`src/rtl/kid_ctrl_pkg.sv`:
```
// Shared game-flow definitions: state encoding, default spawn point and the
// offset from the kid's centre to its sprite top-left corner.
package kid_ctrl_pkg;

    typedef enum logic [1:0] {
        ST_SPAWN = 2'd0,
        ST_PLAY  = 2'd1,
        ST_DYING = 2'd2,
        ST_DEAD  = 2'd3
    } state_t;

    localparam logic [9:0] SPAWN_X0_DEF = 10'd32;
    localparam logic [9:0] SPAWN_Y0_DEF = 10'd400;

    localparam logic [9:0] KID_OFF_X = 10'd15;
    localparam logic [9:0] KID_OFF_Y = 10'd11;

endpackage

```
`src/rtl/kid_ctrl_edge_det.sv`:
```
// Registered rising-edge detector; the previous value resets high so a level
// already asserted when reset releases is not seen as an edge.
module kid_ctrl_edge_det (
    input  logic clk,
    input  logic rst,
    input  logic i_d,
    output logic o_rise
);

    logic r_prev;

    always_ff @(posedge clk) begin
        if (!rst) begin
            r_prev <= 1'b1;
        end else begin
            r_prev <= i_d;
        end
    end

    assign o_rise = i_d & ~r_prev;

endmodule

```
`src/rtl/kid_ctrl.sv`:
```
// Game-flow controller: spawn/play/dying/dead sequencing, save point ownership,
// and derivation of the per-frame physics and animation enables.
module kid_ctrl
    import kid_ctrl_pkg::*;
#(
    parameter int         ANIM_DIV     = 6,
    parameter int         DEATH_FRAMES = 30,
    parameter int         SPAWN_FRAMES = 2,
    parameter logic [9:0] SPAWN_X0     = SPAWN_X0_DEF,
    parameter logic [9:0] SPAWN_Y0     = SPAWN_Y0_DEF
) (
    input  logic       clk,
    input  logic       rst,
    input  logic       frame_tick,
    input  logic       key_retry,
    input  logic       hit,
    input  logic       save_hit,
    input  logic [9:0] kid_x,
    input  logic [9:0] kid_y,
    output logic       kid_rst_n,
    output logic [9:0] spawn_x,
    output logic [9:0] spawn_y,
    output logic       update_en,
    output logic       toggle_en,
    output logic       game_over,
    output logic [7:0] death_cnt,
    output logic [1:0] state
);

    localparam int FRAME_MAX = (DEATH_FRAMES > SPAWN_FRAMES) ? DEATH_FRAMES : SPAWN_FRAMES;
    localparam int FCNT_W    = $clog2(FRAME_MAX + 1);
    localparam int ACNT_W    = $clog2(ANIM_DIV + 1);

    localparam logic [FCNT_W-1:0] SPAWN_LAST = FCNT_W'(SPAWN_FRAMES - 1);
    localparam logic [FCNT_W-1:0] DEATH_LAST = FCNT_W'(DEATH_FRAMES - 1);
    localparam logic [ACNT_W-1:0] ANIM_LAST  = ACNT_W'(ANIM_DIV - 1);

    state_t             r_state, w_state_nxt;
    logic [FCNT_W-1:0]  r_frame_cnt, w_frame_nxt;
    logic [ACNT_W-1:0]  r_anim_cnt, w_anim_nxt;
    logic [7:0]         r_death_cnt, w_death_nxt;
    logic [9:0]         r_spawn_x, w_spawn_x_nxt;
    logic [9:0]         r_spawn_y, w_spawn_y_nxt;
    logic               r_kid_rst_n, r_update_en, r_toggle_en, r_game_over;
    logic               w_update_nxt, w_toggle_nxt;
    logic               w_retry_rise, w_save_rise;

    kid_ctrl_edge_det u_retry_edge (
        .clk    (clk),
        .rst    (rst),
        .i_d    (key_retry),
        .o_rise (w_retry_rise)
    );

    kid_ctrl_edge_det u_save_edge (
        .clk    (clk),
        .rst    (rst),
        .i_d    (save_hit),
        .o_rise (w_save_rise)
    );

    always_comb begin
        w_state_nxt   = r_state;
        w_frame_nxt   = r_frame_cnt;
        w_anim_nxt    = r_anim_cnt;
        w_death_nxt   = r_death_cnt;
        w_spawn_x_nxt = r_spawn_x;
        w_spawn_y_nxt = r_spawn_y;
        w_update_nxt  = 1'b0;
        w_toggle_nxt  = 1'b0;

        case (r_state)
            ST_SPAWN: begin
                if (frame_tick) begin
                    if (r_frame_cnt == SPAWN_LAST) begin
                        w_state_nxt = ST_PLAY;
                        w_frame_nxt = '0;
                    end else begin
                        w_frame_nxt = r_frame_cnt + 1'b1;
                    end
                end
            end
            ST_PLAY: begin
                // hit beats retry beats save; leaving PLAY swallows this frame's step
                if (hit) begin
                    w_state_nxt = ST_DYING;
                    w_frame_nxt = '0;
                    if (r_death_cnt != 8'hFF) begin
                        w_death_nxt = r_death_cnt + 1'b1;
                    end
                end else if (w_retry_rise) begin
                    w_state_nxt = ST_SPAWN;
                    w_frame_nxt = '0;
                    w_anim_nxt  = '0;
                end else begin
                    if (w_save_rise) begin
                        w_spawn_x_nxt = kid_x - KID_OFF_X;
                        w_spawn_y_nxt = kid_y - KID_OFF_Y;
                    end
                    if (frame_tick) begin
                        w_update_nxt = 1'b1;
                        if (r_anim_cnt == ANIM_LAST) begin
                            w_anim_nxt   = '0;
                            w_toggle_nxt = 1'b1;
                        end else begin
                            w_anim_nxt = r_anim_cnt + 1'b1;
                        end
                    end
                end
            end
            ST_DYING: begin
                if (frame_tick) begin
                    if (r_frame_cnt == DEATH_LAST) begin
                        w_state_nxt = ST_DEAD;
                        w_frame_nxt = '0;
                    end else begin
                        w_frame_nxt = r_frame_cnt + 1'b1;
                    end
                end
            end
            ST_DEAD: begin
                if (w_retry_rise) begin
                    w_state_nxt = ST_SPAWN;
                    w_frame_nxt = '0;
                    w_anim_nxt  = '0;
                end
            end
            default: begin
                w_state_nxt = ST_SPAWN;
            end
        endcase
    end

    always_ff @(posedge clk) begin
        if (!rst) begin
            r_state     <= ST_SPAWN;
            r_frame_cnt <= '0;
            r_anim_cnt  <= '0;
            r_death_cnt <= 8'd0;
            r_spawn_x   <= SPAWN_X0;
            r_spawn_y   <= SPAWN_Y0;
            r_kid_rst_n <= 1'b0;
            r_update_en <= 1'b0;
            r_toggle_en <= 1'b0;
            r_game_over <= 1'b0;
        end else begin
            r_state     <= w_state_nxt;
            r_frame_cnt <= w_frame_nxt;
            r_anim_cnt  <= w_anim_nxt;
            r_death_cnt <= w_death_nxt;
            r_spawn_x   <= w_spawn_x_nxt;
            r_spawn_y   <= w_spawn_y_nxt;
            // kid hold and game-over follow the next state so they move with state
            r_kid_rst_n <= (w_state_nxt != ST_SPAWN);
            r_update_en <= w_update_nxt;
            r_toggle_en <= w_toggle_nxt;
            r_game_over <= (w_state_nxt == ST_DEAD);
        end
    end

    assign kid_rst_n = r_kid_rst_n;
    assign spawn_x   = r_spawn_x;
    assign spawn_y   = r_spawn_y;
    assign update_en = r_update_en;
    assign toggle_en = r_toggle_en;
    assign game_over = r_game_over;
    assign death_cnt = r_death_cnt;
    assign state     = r_state;

endmodule
```
`config.mk`:
```
export PLATFORM = sky130hd
export DESIGN_NAME = kid_ctrl
export DESIGN_NICKNAME = d
export VERILOG_FILES = /design/src/rtl/kid_ctrl_pkg.sv /design/src/rtl/kid_ctrl_edge_det.sv /design/src/rtl/kid_ctrl.sv
export SDC_FILE = /design/constraint.sdc
export NUM_CORES = 1
export LEC_CHECK = 0
export BUFFER_PORTS_ARGS = -buffer_cell sky130_fd_sc_hd__buf_2
export CORE_ASPECT_RATIO = 0.9
export CORE_MARGIN = 3
export CORE_UTILIZATION = 51
export DETAILED_ROUTE_END_ITERATION = 7
export PLACE_DENSITY = 0.79
export SYNTH_ARGS = -nofsm -noshare
export SYNTH_HDL_FRONTEND = slang
export SYNTH_SLANG_ARGS = --single-unit
```
`constraint.sdc`:
```
create_clock -name clk -period 1.6 [get_ports clk]
set_input_delay 0.24 -clock clk [delete_from_list [all_inputs] [get_ports clk]]
set_output_delay 0.24 -clock clk [all_outputs]
set_load 0.05 [all_outputs]
```
Word level (Yosys, flattened, before mapping)
Index checks and enable logic that the tools add are counted.
{"block": "totals", "reg_bits": 44, "elab_cells": 70, "romBits": 0, "latch_bits": 0, "input_bits": 26, "memories": 0, "output_inout_bits": 34, "ramBits": 0}
{"block": "op_classes", "n_shift": 0, "n_mul": 0, "addsub": 5, "eq_ne": 13, "n_mux": 22, "n_bitwise": 9, "reduce_logical": 9, "div": 0, "magnitude_cmp": 0}
{"operator": "5-bit 2-to-1 mux", "n": 6}
{"operator": "5-bit one-hot mux with 4 select lines", "n": 1}
{"operator": "10-bit by 4-bit subtractor with 10-bit output (second input constant)", "n": 2}
{"operator": "3-bit 2-to-1 mux", "n": 5}
{"operator": "2-bit 2-to-1 mux", "n": 6}
{"operator": "8-bit by 1-bit adder with 8-bit output (second input constant)", "n": 1}
{"operator": "8-bit != test (second input constant)", "n": 1}
{"operator": "2-bit one-hot mux with 4 select lines", "n": 1}
{"operator": "4-bit AND reduction", "n": 2}
{"operator": "1-bit inverter", "n": 7}
{"operator": "2-bit == test (second input constant)", "n": 3}
{"operator": "2-bit != test (second input constant)", "n": 3}
{"operator": "3-bit one-hot mux with 2 select lines", "n": 1}
{"operator": "5-bit by 1-bit adder with 5-bit output (second input constant)", "n": 1}
{"operator": "5-bit by 1-bit == test with 1-bit output (second input constant)", "n": 1}
{"operator": "5-bit == test (second input constant)", "n": 1}
{"operator": "5-bit OR reduction", "n": 1}
{"operator": "2-bit nonzero test", "n": 2}
{"operator": "4-bit OR reduction", "n": 1}
{"operator": "3-bit by 1-bit adder with 3-bit output (second input constant)", "n": 1}
{"operator": "3-bit == test (second input constant)", "n": 1}
{"operator": "3-bit by 2-bit != test with 1-bit output (second input constant)", "n": 1}
{"operator": "3-bit AND reduction", "n": 1}
{"operator": "1-bit AND", "n": 2}
{"operator": "other kinds (5)", "n": 6}

Longest topological paths before layout
Gate-level depths: netlist of the first run.
{"block": "logic_depth", "ltp_word": 6, "mapped_depth": 7, "mapped_depth_nobuf": 5}

Modules after synthesis
A second synthesis of the first run with hierarchy kept.
{"block": "hier_totals", "hier_cells": 235, "hier_area_um2": 2095.8}
{"module": "kid_ctrl", "cells_each": 229, "n_inst": 1, "seq_area_each_um2": 840.8, "area_per_inst_um2": 2015.7}
{"module": "kid_ctrl_edge_det", "cells_each": 3, "n_inst": 2, "seq_area_each_um2": 20.0, "area_per_inst_um2": 40.0}

Worst setup path before layout of the first run
OpenSTA, ideal clock, no wires.
{"block": "synth_timing", "path_type": "register -> register", "startpoint": "register r_death_cnt[0], in the netlist death_cnt[0]", "endpoint": "register r_death_cnt[6], in the netlist death_cnt[6]", "required_ns": 1.466, "stages_incl_launch_ff": 6, "setup_ns": 0.134, "t_arrival_ns": 1.626, "path_buffers": 0, "synth_period_minus_slack_ns": 1.760, "slack_ns": -0.160, "cell_sequence": "dfxtp_1 > ha_1 > nand4b_1 > or3_1 > nor3_1 > a211oi_1"}
{"block": "synth_between", "elab_chain_len": 2, "elab_cells_between_ends": 3, "cone_classes": "add/sub: 1; eq/ne: 1; reduce/logical: 1"}
{"element": "from (decl)", "line": "kid_ctrl.sv:41", "text": "logic [7:0] r_death_cnt, w_death_nxt;"}
{"element": "from (signal assigned)", "line": "kid_ctrl.sv:150", "text": "r_death_cnt <= w_death_nxt;"}
{"element": "branches (longest 2 deep; another with 8-bit by 1-bit adder with 8-bit output)"}
Several ways; the timed one is not identified.
A chain may end at the register's enable or synchronous reset.

Final worst setup path of the first run
{"block": "layout_timing", "startpoint": "register r_state[0], in the netlist state[0]", "endpoint": "register r_spawn_y[7], in the netlist spawn_y[7]"}
{"block": "layout_between", "elab_chain_len": 2}
{"element": "from (decl)", "line": "kid_ctrl.sv:38", "text": "state_t r_state, w_state_nxt;"}
{"element": "from (signal assigned)", "line": "kid_ctrl.sv:147", "text": "r_state <= w_state_nxt;"}
{"element": "2-bit by 1-bit == test with 1-bit output", "line": "kid_ctrl.sv:72", "text": "case (r_state)"}
{"element": "4-bit AND reduction (no source line)"}
{"element": "to (signal assigned)", "line": "kid_ctrl.sv:152", "text": "r_spawn_y <= w_spawn_y_nxt;"}
{"element": "to (decl)", "line": "kid_ctrl.sv:43", "text": "logic [9:0] r_spawn_y, w_spawn_y_nxt;"}
No other way between the ends.

==> results of run 1 <==
final cells by class:
cell class / instances / area, sq um / share of cell area, %
Sequential cell: 44 / 886 / 34.3
Clock inverter: 2 / 38.8 / 1.50
Tap cell: 46 / 57.6 / 2.23
Multi-Input combinational cell: 181 / 1130 / 43.6
Clock buffer: 6 / 82.6 / 3.20
Inverter: 4 / 15.0 / 0.582
Timing Repair Buffer: 68 / 375 / 14.5
stage by stage:
step                      cells  utilization, %  setup slack [ns]
after floorplan             241               -            0.0403
after global placement      341            64.2             0.125
after detailed placement    341            64.2             0.111
after CTS                   349            67.4             0.127
after global routing        351            67.8            0.0489
final                       351            67.8             0.142
routing by layer:
metal  track usage (%)  routed length [microns]
met3              4.98                      280
met1              24.3                     2090
met2              32.5                     2110
met4              9.91                       83
met5                 0                        0
final timing paths:
check	to	start	cells past startpoint	slack [ns]
setup / recovery	spawn_y[7]	state[0]	5	0.14
hold / removal	u_save_edge.r_prev	save_hit	2	0.14
setup reg to reg	spawn_y[7]	state[0]	5	0.14
hold reg to reg	spawn_y[1]	spawn_y[1]	2	0.46
worst register-to-register path, delay by kind of cell (launching register included):
family	cells	cell delay, ns
flip-flops	1	0.33
AND/OR/NAND/NOR	4	0.84
buffers and inverters	1	0.19
where the power goes:
part / internal [mW] / leakage (nW) / switching [mW] / total, mW
clock: 0.511 / 0.0614 / 0.395 / 0.905
sequential: 1.11 / 0.358 / 0.0133 / 1.12
combinational: 0.0949 / 0.641 / 0.143 / 0.238
Yosys cell counts, types with 2 or more instances:
| cell type | instances | share of area (%) |
|---|---|---|
| sky130_fd_sc_hd__nor4_1 | 2 | 0.60 |
| sky130_fd_sc_hd__nand2b_1 | 6 | 1.8 |
| sky130_fd_sc_hd__nand2_1 | 22 | 4.0 |
| sky130_fd_sc_hd__xnor2_1 | 11 | 4.6 |
| sky130_fd_sc_hd__and4_1 | 4 | 1.7 |
| sky130_fd_sc_hd__nor3_1 | 9 | 2.2 |
| sky130_fd_sc_hd__o21ai_0 | 4 | 0.96 |
| sky130_fd_sc_hd__o21ai_1 | 10 | 2.4 |
| sky130_fd_sc_hd__a31oi_1 | 4 | 1.2 |
| sky130_fd_sc_hd__a211oi_1 | 9 | 3.3 |
| sky130_fd_sc_hd__clkbuf_1 | 6 | 1.1 |
| sky130_fd_sc_hd__a21oi_1 | 21 | 5.1 |
| sky130_fd_sc_hd__or3_1 | 3 | 0.90 |
| sky130_fd_sc_hd__o211ai_1 | 3 | 1.1 |
| sky130_fd_sc_hd__dfxtp_1 | 44 | 42 |
| sky130_fd_sc_hd__buf_2 | 5 | 1.2 |
| sky130_fd_sc_hd__xor2_1 | 7 | 3.0 |
| sky130_fd_sc_hd__a32oi_1 | 2 | 0.84 |
| sky130_fd_sc_hd__a22oi_1 | 2 | 0.72 |
| sky130_fd_sc_hd__nand4_1 | 3 | 0.90 |
| sky130_fd_sc_hd__and3_1 | 2 | 0.60 |
| sky130_fd_sc_hd__and3b_1 | 2 | 0.84 |
| sky130_fd_sc_hd__ha_1 | 5 | 3.0 |
| sky130_fd_sc_hd__nor2_1 | 19 | 3.4 |
| sky130_fd_sc_hd__nor3b_1 | 2 | 0.72 |
| sky130_fd_sc_hd__inv_1 | 4 | 0.72 |
| sky130_fd_sc_hd__nor2b_1 | 5 | 1.5 |
| sky130_fd_sc_hd__nand3_1 | 9 | 2.2 |
| sky130_fd_sc_hd__nand4b_1 | 2 | 0.84 |
cell families after synthesis:
| logic type | count (synthesis) | share of synthesized area [%] |
|---|---|---|
| adder cells (fa/ha/maj) | 5 | 3.01 |
| flip-flops | 44 | 42.4 |
| AND/OR/NAND/NOR | 94 | 24.0 |
| AO/OA/AOI/OAI | 64 | 19.6 |
| XOR/XNOR | 18 | 7.59 |
| buffers and inverters | 16 | 3.37 |
cells in the final DEF, fill, tap and decap left out, types with 2 or more instances in the layout:
master / count
sky130_fd_sc_hd__ha_1: 5
sky130_fd_sc_hd__a31oi_1: 4
sky130_fd_sc_hd__and4_1: 4
sky130_fd_sc_hd__or3_1: 3
sky130_fd_sc_hd__nand4_1: 3
sky130_fd_sc_hd__a211oi_1: 9
sky130_fd_sc_hd__buf_4: 8
sky130_fd_sc_hd__nor3b_1: 2
sky130_fd_sc_hd__nor3_1: 9
sky130_fd_sc_hd__nand2b_1: 6
sky130_fd_sc_hd__o211ai_1: 3
sky130_fd_sc_hd__nand2_1: 22
sky130_fd_sc_hd__xnor2_1: 11
sky130_fd_sc_hd__o21ai_0: 4
sky130_fd_sc_hd__nand3_1: 9
sky130_fd_sc_hd__dfxtp_1: 40
sky130_fd_sc_hd__nor2_1: 19
sky130_fd_sc_hd__nor4_1: 2
sky130_fd_sc_hd__and3_1: 2
sky130_fd_sc_hd__o21ai_1: 10
sky130_fd_sc_hd__a22oi_1: 2
sky130_fd_sc_hd__a21oi_1: 21
sky130_fd_sc_hd__clkbuf_8: 6
sky130_fd_sc_hd__buf_2: 59
sky130_fd_sc_hd__nor2b_1: 5
sky130_fd_sc_hd__a32oi_1: 2
sky130_fd_sc_hd__dfxtp_2: 4
sky130_fd_sc_hd__and3b_1: 2
sky130_fd_sc_hd__xor2_1: 7
sky130_fd_sc_hd__nand4b_1: 2
sky130_fd_sc_hd__inv_1: 4
registers in the layout, summed over array words and instances, names as in the netlist:
register / count
death_cnt: 8
toggle_en: 1
u_retry_edge.r_prev: 1
r_anim_cnt: 3
spawn_x: 10
game_over: 1
update_en: 1
r_frame_cnt: 5
spawn_y: 10
state: 2
kid_rst_n: 1
u_save_edge.r_prev: 1
==> flow_summary_export.csv, run 1 <==
group,metric,value,unit
status,status,"complete, no violations",
global_route,antenna_violations_before_repair,0,
synth,synth_cell_type_count,43,
global_route,wire_length_of_the_first_global_routing_pass,7530,microns
power_and_ir_drop,leak,1.06,nW
clock_network,ctsLongestPathBuffers,2,
worst_setup_path,worst-path-max-fanout,32,
synth,yosysWarnings,0,
placement,gpl.final_weighted_congestion,0.803,
clock_network,ctsResizeCount,0,
global_route,grt_usage,19.9,%
clock_network,numCtsBuffers,5,
sta,grt_setup_unrepaired,"false",
worst_setup_path,path_cells,"nor2b_1, and3_1, buf_12, and4_1, nor3_1",
detailed_routing,via_per_inst,5.56,
sta,achievable-frequency,686,MHz
synth,synth_edf_count,0,
worst_setup_path,slowest_delay,0.33,ns
sta,finalSetupTns,0,ns
detailed_routing,drt_iter0_drc,73,
clock_network,hold_buffers,0,
worst_setup_path,crit_type,"register to register",
sta,final_min_period_over_clock_period,91.2,%
layout,post-route-cell-area,2580,sq um
clock_network,tritoncts,"done",
global_route,grt_max_degree,33,
sta,finalSetupViolCount,0,
worst_setup_path,critical_path.top_delay_family,"simple AND/OR/NAND/NOR gates",
sta,hold_violations,0,
placement,post_dp_cell_area,2440,sq um
floorplan,placement_rows,21,
clock_network,post-cts-setup-buffers,0,
layout,nets,335,
synth,syn_avg_cell_area,8.62,sq um
synth,synth-seq-cells,44,
clock_network,clock_sink_count,44,
sta,actual_slew_at_the_worst_max_slew_pin,0.515,ns
power_and_ir_drop,report.power.total,2.27,mW
detailed_routing,wl_per_cell,13.0,microns
clock_network,cts-htree-levels,2,
clock_network,cell_chosen_for_the_clock_root,"sky130_fd_sc_hd__clkbuf_8",
detailed_routing,detail_route.drc_violations,0,
clock_network,clock_edge_transition_at_the_registers_on_the_reported_setup_and_hold_paths,0.08,ns
worst_setup_path,cp_data_arrival_time,1.65,ns
detailed_routing,detail_route.wirelength,4560,microns
floorplan,initial_core_util,54.5,%
worst_setup_path,critical_path.n_buffers_inverters,1,
floorplan,core,3810,sq um
sta,timing.final.crit_period,1.46,ns
synth,synthesis.area,2080,sq um
layout,antenna_cells,0,
power_and_ir_drop,powerDensity,878,nW/um^2
sta,clock_skew,0.00606,ns
layout,layout.filler_cells,330,
clock_network,clock_insertion_delay_worst_skew,0.30,ns
synth,seq_area_frac_synth,42.4,%
layout,final_layout_size_suffix_gt1_share,28.2,%
placement,place.detailed.hpwl,3320,microns
worst_setup_path,crit_path_end_kind,"register",
detailed_routing,firstDrtPassIters,4,
synth,asyncSetResetFlopFracSynth,0,%
min_path,worstHoldPathType,"input pin to register",
floorplan,ioPinCount,60,
run,cap_violations,0,
detailed_routing,dr_total_vias,1951,
global_route,globalRouteOverflowTotal,0,
sta,timing.max_slew.rel_slack,64.8,%
synth,synth_ff_type,"sky130_fd_sc_hd__dfxtp_1",
worst_setup_path,crit_required,1.79,ns
power_and_ir_drop,max-vdd-ir-drop,0.628,mV
floorplan,dieArea,4880,sq um
layout,layout-area-overhead-vs-synth,24.3,%
worst_setup_path,critical_path.startpoint_type,"register",
synth,post_synth_inst_count,241,
detailed_routing,detail-route-antenna-nets,0,
global_route,grt_pass1_vias,1727,
floorplan,die_width,73.3,microns
sta,report.final.slew_viol_count,0,
floorplan,fp.dieH,66.5,microns
placement,io_buffer_count,59,
synth,synthesis.nets,272,
worst_setup_path,timing.critical_path.slowest_stage_cell,"sky130_fd_sc_hd__dfxtp_2",
sta,whs,0.140,ns
No activity file was read; power rests on OpenSTA's default activity.
==> run 2: changes to the inputs <==
CORE_ASPECT_RATIO = not set   (was 0.9)
SYNTH_HIERARCHICAL = 1   (was not set)
==> flow_summary_export.csv, run 2 <==
group,metric,value,unit
synth,synth_ff_type,"sky130_fd_sc_hd__dfxtp_1",
worst_setup_path,path_cells,"nor2b_4, nor4b_4, nand2_2, or4_1, o311a_1",
worst_setup_path,timing.critical_path.slowest_stage_cell,"sky130_fd_sc_hd__or4_1",
placement,place.detailed.hpwl,3340,microns
sta,finalSetupViolCount,0,
sta,final_min_period_over_clock_period,94.9,%
synth,synthesis.area,2100,sq um
sta,clock_skew,0.00748,ns
detailed_routing,detail_route.drc_violations,0,
layout,final_util,69.0,%
floorplan,core,3800,sq um
global_route,grt_usage,19.7,%
floorplan,die_width,70.1,microns
worst_setup_path,r2r_setup_slack,0.08,ns
worst_setup_path,crit_path_end_kind,"register",
sta,achievable-frequency,659,MHz
synth,synth_edf_count,0,
clock_network,clock_edge_transition_at_the_registers_on_the_reported_setup_and_hold_paths,0.08,ns
synth,synthesis.nets,266,
clock_network,clock_insertion_delay_worst_skew,0.29,ns
synth,synth_cell_type_count,51,
worst_setup_path,critical_path.startpoint_type,"register",
placement,io_buffer_count,59,
placement,post_dp_cell_area,2480,sq um
synth,post_synth_inst_count,235,
layout,multi_input_area,1160,sq um
layout,register_area,893,sq um
placement,gpl.final_weighted_congestion,0.833,
sta,report.final.slew_viol_count,0,
floorplan,fp.dieH,70.1,microns
power_and_ir_drop,report.power.total,2.17,mW
clock_network,clock_sink_count,44,
sta,actual_slew_at_the_worst_max_slew_pin,0.478,ns
global_route,wire_length_of_the_first_global_routing_pass,8070,microns
placement,dp_worst_setup_slack,0.0214,ns
worst_setup_path,worst-path-max-fanout,3,
layout,final_layout_size_suffix_gt1_share,30.1,%
synth,seq_area_frac_synth,42.0,%
worst_setup_path,crit_type,"register to register",
detailed_routing,via_per_inst,5.40,
global_route,antenna_violations_before_repair,0,
worst_setup_path,crit_required,1.78,ns
floorplan,ioPinCount,60,
status,status,"complete, no violations",
synth,yosysWarnings,6,
layout,layout-area-overhead-vs-synth,25.1,%
synth,syn_avg_cell_area,8.92,sq um
sta,grt_setup_unrepaired,"false",
layout,post-route-cell-area,2620,sq um
clock_network,ctsLongestPathBuffers,2,
detailed_routing,detail_route.wirelength,4610,microns
power_and_ir_drop,powerDensity,828,nW/um^2
synth,synth-seq-cells,44,
layout,antenna_cells,0,
clock_network,tritoncts,"done",
floorplan,placement_rows,22,
synth,synth_area_leaders,"sky130_fd_sc_hd__dfxtp_1 42%, sky130_fd_sc_hd__xor2_1 4.6%, sky130_fd_sc_hd__a21oi_1 4.5%, sky130_fd_sc_hd__nand2_1 3.9%, sky130_fd_sc_hd__nor2_1 3.9%",
detailed_routing,wl_per_cell,13.2,microns
power_and_ir_drop,max-vdd-ir-drop,0.505,mV
min_path,worstHoldPathType,"input pin to register",
sta,whs,0.157,ns
clock_network,cell_chosen_for_the_clock_root,"sky130_fd_sc_hd__clkbuf_8",
synth,synthDominantCellAreaShare,42.0,%
global_route,grt_max_degree,33,
floorplan,initial_core_util,55.2,%
worst_setup_path,cp_data_arrival_time,1.70,ns
synth,synth.most_common_cell,"sky130_fd_sc_hd__dfxtp_1",
detailed_routing,detail-route-antenna-nets,0,
global_route,grt_pass1_vias,1801,
global_route,globalRouteOverflowTotal,0,
sta,layout_setup_ws,0.0815,ns
clock_network,cts-htree-levels,2,
sta,timing.max_slew.rel_slack,67.3,%
layout,layout.cells.most_common,"sky130_fd_sc_hd__buf_2",
detailed_routing,dr_total_vias,1891,
detailed_routing,drt_iter0_drc,105,
worst_setup_path,slowest_delay,0.46,ns
detailed_routing,firstDrtPassIters,4,
synth,synth_common_cells,"44 x sky130_fd_sc_hd__dfxtp_1, 22 x sky130_fd_sc_hd__nand2_1, 22 x sky130_fd_sc_hd__nor2_1",
layout,final_cell_mix,"59 x sky130_fd_sc_hd__buf_2, 40 x sky130_fd_sc_hd__dfxtp_1, 22 x sky130_fd_sc_hd__nor2_1, 22 x sky130_fd_sc_hd__nand2_1, 18 x sky130_fd_sc_hd__a21oi_1",
sta,timing.final.crit_period,1.52,ns
run,cap_violations,0,
synth,synth_top_area_cell,"sky130_fd_sc_hd__dfxtp_1",
sta,hold_violations,0,
power_and_ir_drop,leak,1.09,nW
layout,nets,333,
layout,layout.filler_cells,350,
clock_network,numCtsBuffers,5,
synth,asyncSetResetFlopFracSynth,0,%
floorplan,dieArea,4910,sq um
-- run 2: changes by cell type after synthesis, moves of 3 or more --
cell,before,now
sky130_fd_sc_hd__nor2b_1,5,2
sky130_fd_sc_hd__xor2_1,7,11
sky130_fd_sc_hd__or4_1,0,3
sky130_fd_sc_hd__nor3_1,9,5
sky130_fd_sc_hd__o22ai_1,0,3
sky130_fd_sc_hd__xnor2_1,11,6
sky130_fd_sc_hd__nor2_1,19,22
sky130_fd_sc_hd__nand3_1,9,3
sky130_fd_sc_hd__o21ai_1,10,7
-- run 2: critical path: cells and delay by family, from the launching register on --
kind | cells | cell delay (ns)
AND/OR/NAND/NOR | 4 | 0.91
flip-flops | 1 | 0.37
AO/OA/AOI/OAI | 1 | 0.13
-- run 2: final timing paths --
kind | start | end | cells after the start
worst max register to register | u_retry_edge/r_prev | spawn_y[7] | 5
worst min-delay path | save_hit | u_save_edge/r_prev | 2
worst max-delay path | u_retry_edge/r_prev | spawn_y[7] | 5
worst min register to register | spawn_y[3] | spawn_y[3] | 2
-- run 2: routing by layer --
metal	global-route usage, %	vias to the layer above	part of all wire (%)
met5	0	-	0
met4	5.11	0	1.1
met3	4.75	6	5.0
met2	33.3	42	47
met1	25.0	858	46
li1	-	985	-
-- run 2: repair_timing --
item	CTS	global route
setup buffers	0	2
endpoints found under the setup margin	0	6
hold buffers	0	0
resized for setup	0	5
-- run 2: cell type report --
type | count | area share, %
multi-input combinational | 176 | 44.1
sequential | 44 | 34.1
timing repair buffer | 70 | 14.9
clock buffer | 6 | 2.77
tap | 48 | 2.29
clock inverter | 1 | 1.15
inverter | 5 | 0.716
-- run 2: logic make-up (layout without fill, tap and decap cells) --
logic type	Yosys count	in the layout	share of synthesized area, %
DFF	44	44	42.0
muxes	1	1	0.478
buffers and inverters	15	82	3.58
and+or+nand+nor	92	92	24.8
AOI/OAI and AO/OA	61	61	19.0
adders and majority gates	5	5	2.99
xor gates and xnor gates	17	17	7.10
-- run 2: stage by stage --
step	TNS (ns)	instances
after CTS	0	348
after global routing	0	350
after floorplan	-0.0105	235
after detailed placement	0	341
after global placement	0	341
final	0	350
-- run 2: power by group --
part / leakage (nW) / internal (mW) / total, mW / switching (mW)
clock network: 0.0513 / 0.457 / 0.796 / 0.339
logic: 0.678 / 0.102 / 0.249 / 0.147
registers: 0.359 / 1.11 / 1.12 / 0.0178
total: 1.09 / 1.67 / 2.17 / 0.504
==> run 3: changes to the inputs <==
MAX_ROUTING_LAYER = met4   (was not set)
==> flow_summary_export.csv, run 3 (synthesis gave the netlist of run 2 again) <==
group,metric,value,unit
global_route,grt_usage,20.2,%
sta,grt_setup_unrepaired,"false",
detailed_routing,drt_iter0_drc,104,
sta,final_min_period_over_clock_period,95.0,%
power_and_ir_drop,leak,1.09,nW
worst_setup_path,critical_path.top_delay_family,"simple AND/OR/NAND/NOR gates",
global_route,antenna_violations_before_repair,0,
sta,report.final.slew_viol_count,0,
worst_setup_path,worst-path-max-fanout,3,
layout,antenna_cells,0,
worst_setup_path,crit_path_end_kind,"register",
worst_setup_path,cp_data_arrival_time,1.70,ns
detailed_routing,dr_total_vias,1897,
layout,final_util,69.0,%
power_and_ir_drop,max-vdd-ir-drop,0.504,mV
layout,final_layout_size_suffix_gt1_share,30.1,%
min_path,hp-start,"save_hit",
global_route,grt_most_used_layer,"met2",
worst_setup_path,timing.critical_path.slowest_stage_cell,"sky130_fd_sc_hd__or4_1",
detailed_routing,detail_route.drc_violations,0,
worst_setup_path,critical_path.n_buffers_inverters,0,
global_route,grt_max_degree,33,
min_path,min_delay_path_depth,2,
detailed_routing,detail-route-antenna-nets,0,
clock_network,ctsLongestPathBuffers,2,
global_route,grt.met1_usage,25.3,%
global_route,grt_util_met2,33.3,%
worst_setup_path,slowest_delay,0.46,ns
global_route,wire_length_of_the_first_global_routing_pass,8070,microns
clock_network,cts-htree-levels,2,
floorplan,fp.dieH,70.1,microns
clock_network,clock_insertion_delay_worst_skew,0.29,ns
min_path,worst_hold_path_ep,"u_save_edge/r_prev",
worst_setup_path,regToRegEndpoint,"spawn_y[7]",
worst_setup_path,crit_type,"register to register",
sta,actual_slew_at_the_worst_max_slew_pin,0.478,ns
status,status,"complete, no violations",
global_route,gr-usage-met3,4.46,%
clock_network,cell_chosen_for_the_clock_root,"sky130_fd_sc_hd__clkbuf_8",
floorplan,die_width,70.1,microns
sta,hold_violations,0,
layout,register_area,893,sq um
worst_setup_path,r2r_setup_slack,0.08,ns
detailed_routing,wl_per_cell,13.2,microns
min_path,worstHoldPathType,"input pin to register",
layout,final_cell_mix,"59 x sky130_fd_sc_hd__buf_2, 40 x sky130_fd_sc_hd__dfxtp_1, 22 x sky130_fd_sc_hd__nor2_1, 22 x sky130_fd_sc_hd__nand2_1, 18 x sky130_fd_sc_hd__a21oi_1",
sta,clock_skew,0.00661,ns
worst_setup_path,crit_required,1.78,ns
placement,place.detailed.hpwl,3340,microns
global_route,globalRouteOverflowTotal,0,
power_and_ir_drop,powerDensity,828,nW/um^2
floorplan,ioPinCount,60,
clock_network,clock_sink_count,44,
floorplan,placement_rows,22,
sta,layout_setup_ws,0.0800,ns
sta,finalSetupViolCount,0,
layout,multi_input_area,1160,sq um
worst_setup_path,path_cells,"nor2b_4, nor4b_4, nand2_2, or4_1, o311a_1",
layout,layout-area-overhead-vs-synth,25.1,%
worst_setup_path,critical_path.startpoint_type,"register",
worst_setup_path,reg2reg_from,"u_retry_edge/r_prev",
floorplan,initial_core_util,55.2,%
floorplan,core,3800,sq um
placement,gpl.final_weighted_congestion,0.845,
detailed_routing,firstDrtPassIters,4,
worst_setup_path,reg2reg_depth,5,
layout,layout.filler_cells,350,
placement,io_buffer_count,59,
sta,timing.final.crit_period,1.52,ns
floorplan,dieArea,4910,sq um
clock_network,clock_edge_transition_at_the_registers_on_the_reported_setup_and_hold_paths,0.08,ns
detailed_routing,via_per_inst,5.42,
sta,achievable-frequency,658,MHz
detailed_routing,detail_route.wirelength,4620,microns
run,cap_violations,0,
clock_network,tritoncts,"done",
sta,timing.max_slew.rel_slack,67.3,%
layout,layout.cells.most_common,"sky130_fd_sc_hd__buf_2",
clock_network,numCtsBuffers,5,
placement,dp_worst_setup_slack,0.0214,ns
global_route,grt_pass1_vias,1800,
layout,nets,333,
run 3: repair_timing:
item	4_1_cts	5_1_grt
setup buffers	0	2
gates resized for setup	0	5
hold buffers	0	0
endpoints found under the setup margin	0	6
run 3: cell type report:
cell class	instances	share of cell area (%)
Inverter	5	0.716
Timing Repair Buffer	70	14.9
Multi-Input combinational cell	176	44.1
Clock buffer	6	2.77
Sequential cell	44	34.1
Tap cell	48	2.29
Clock inverter	1	1.15
run 3: metrics by stage:
stage	instances	cell area [sq um]	TNS, ns	hold slack (ns)	power, mW
6_report	350	2620	0	0.156	2.17
5_1_grt	350	2620	0	0.164	2.27
4_1_cts	348	2590	0	0.152	2.19
3_5_place_dp	341	2480	0	0.448	1.40
3_3_place_gp	341	2480	0	0.440	1.39
2_1_floorplan	235	2110	-0.0105	0.313	1.30
run 3: routing by layer:
layer | vias up | share of wire [%]
met2 | 40 | 47
met4 | 0 | 1.1
met5 | - | 0
met3 | 6 | 4.7
met1 | 866 | 47
li1 | 985 | -
run 3: where the power goes:
group          leakage (nW)  internal (mW)  switching (mW)
sequential            0.359           1.11          0.0178
clock                0.0513          0.457           0.340
combinational         0.678          0.102           0.147
total                  1.09           1.67           0.505
run 3: worst max path at each step:
| stage | startpoint | end | depth (start not counted) |
|---|---|---|---|
| after floorplan | state[0] | death_cnt[5] | 6 |
| after global placement | key_retry | spawn_y[7] | 6 |
| after detailed placement | key_retry | spawn_y[7] | 6 |
| after CTS | death_cnt[0] | death_cnt[5] | 5 |
| after global routing | death_cnt[0] | death_cnt[5] | 5 |
| final | u_retry_edge/r_prev | spawn_y[7] | 5 |
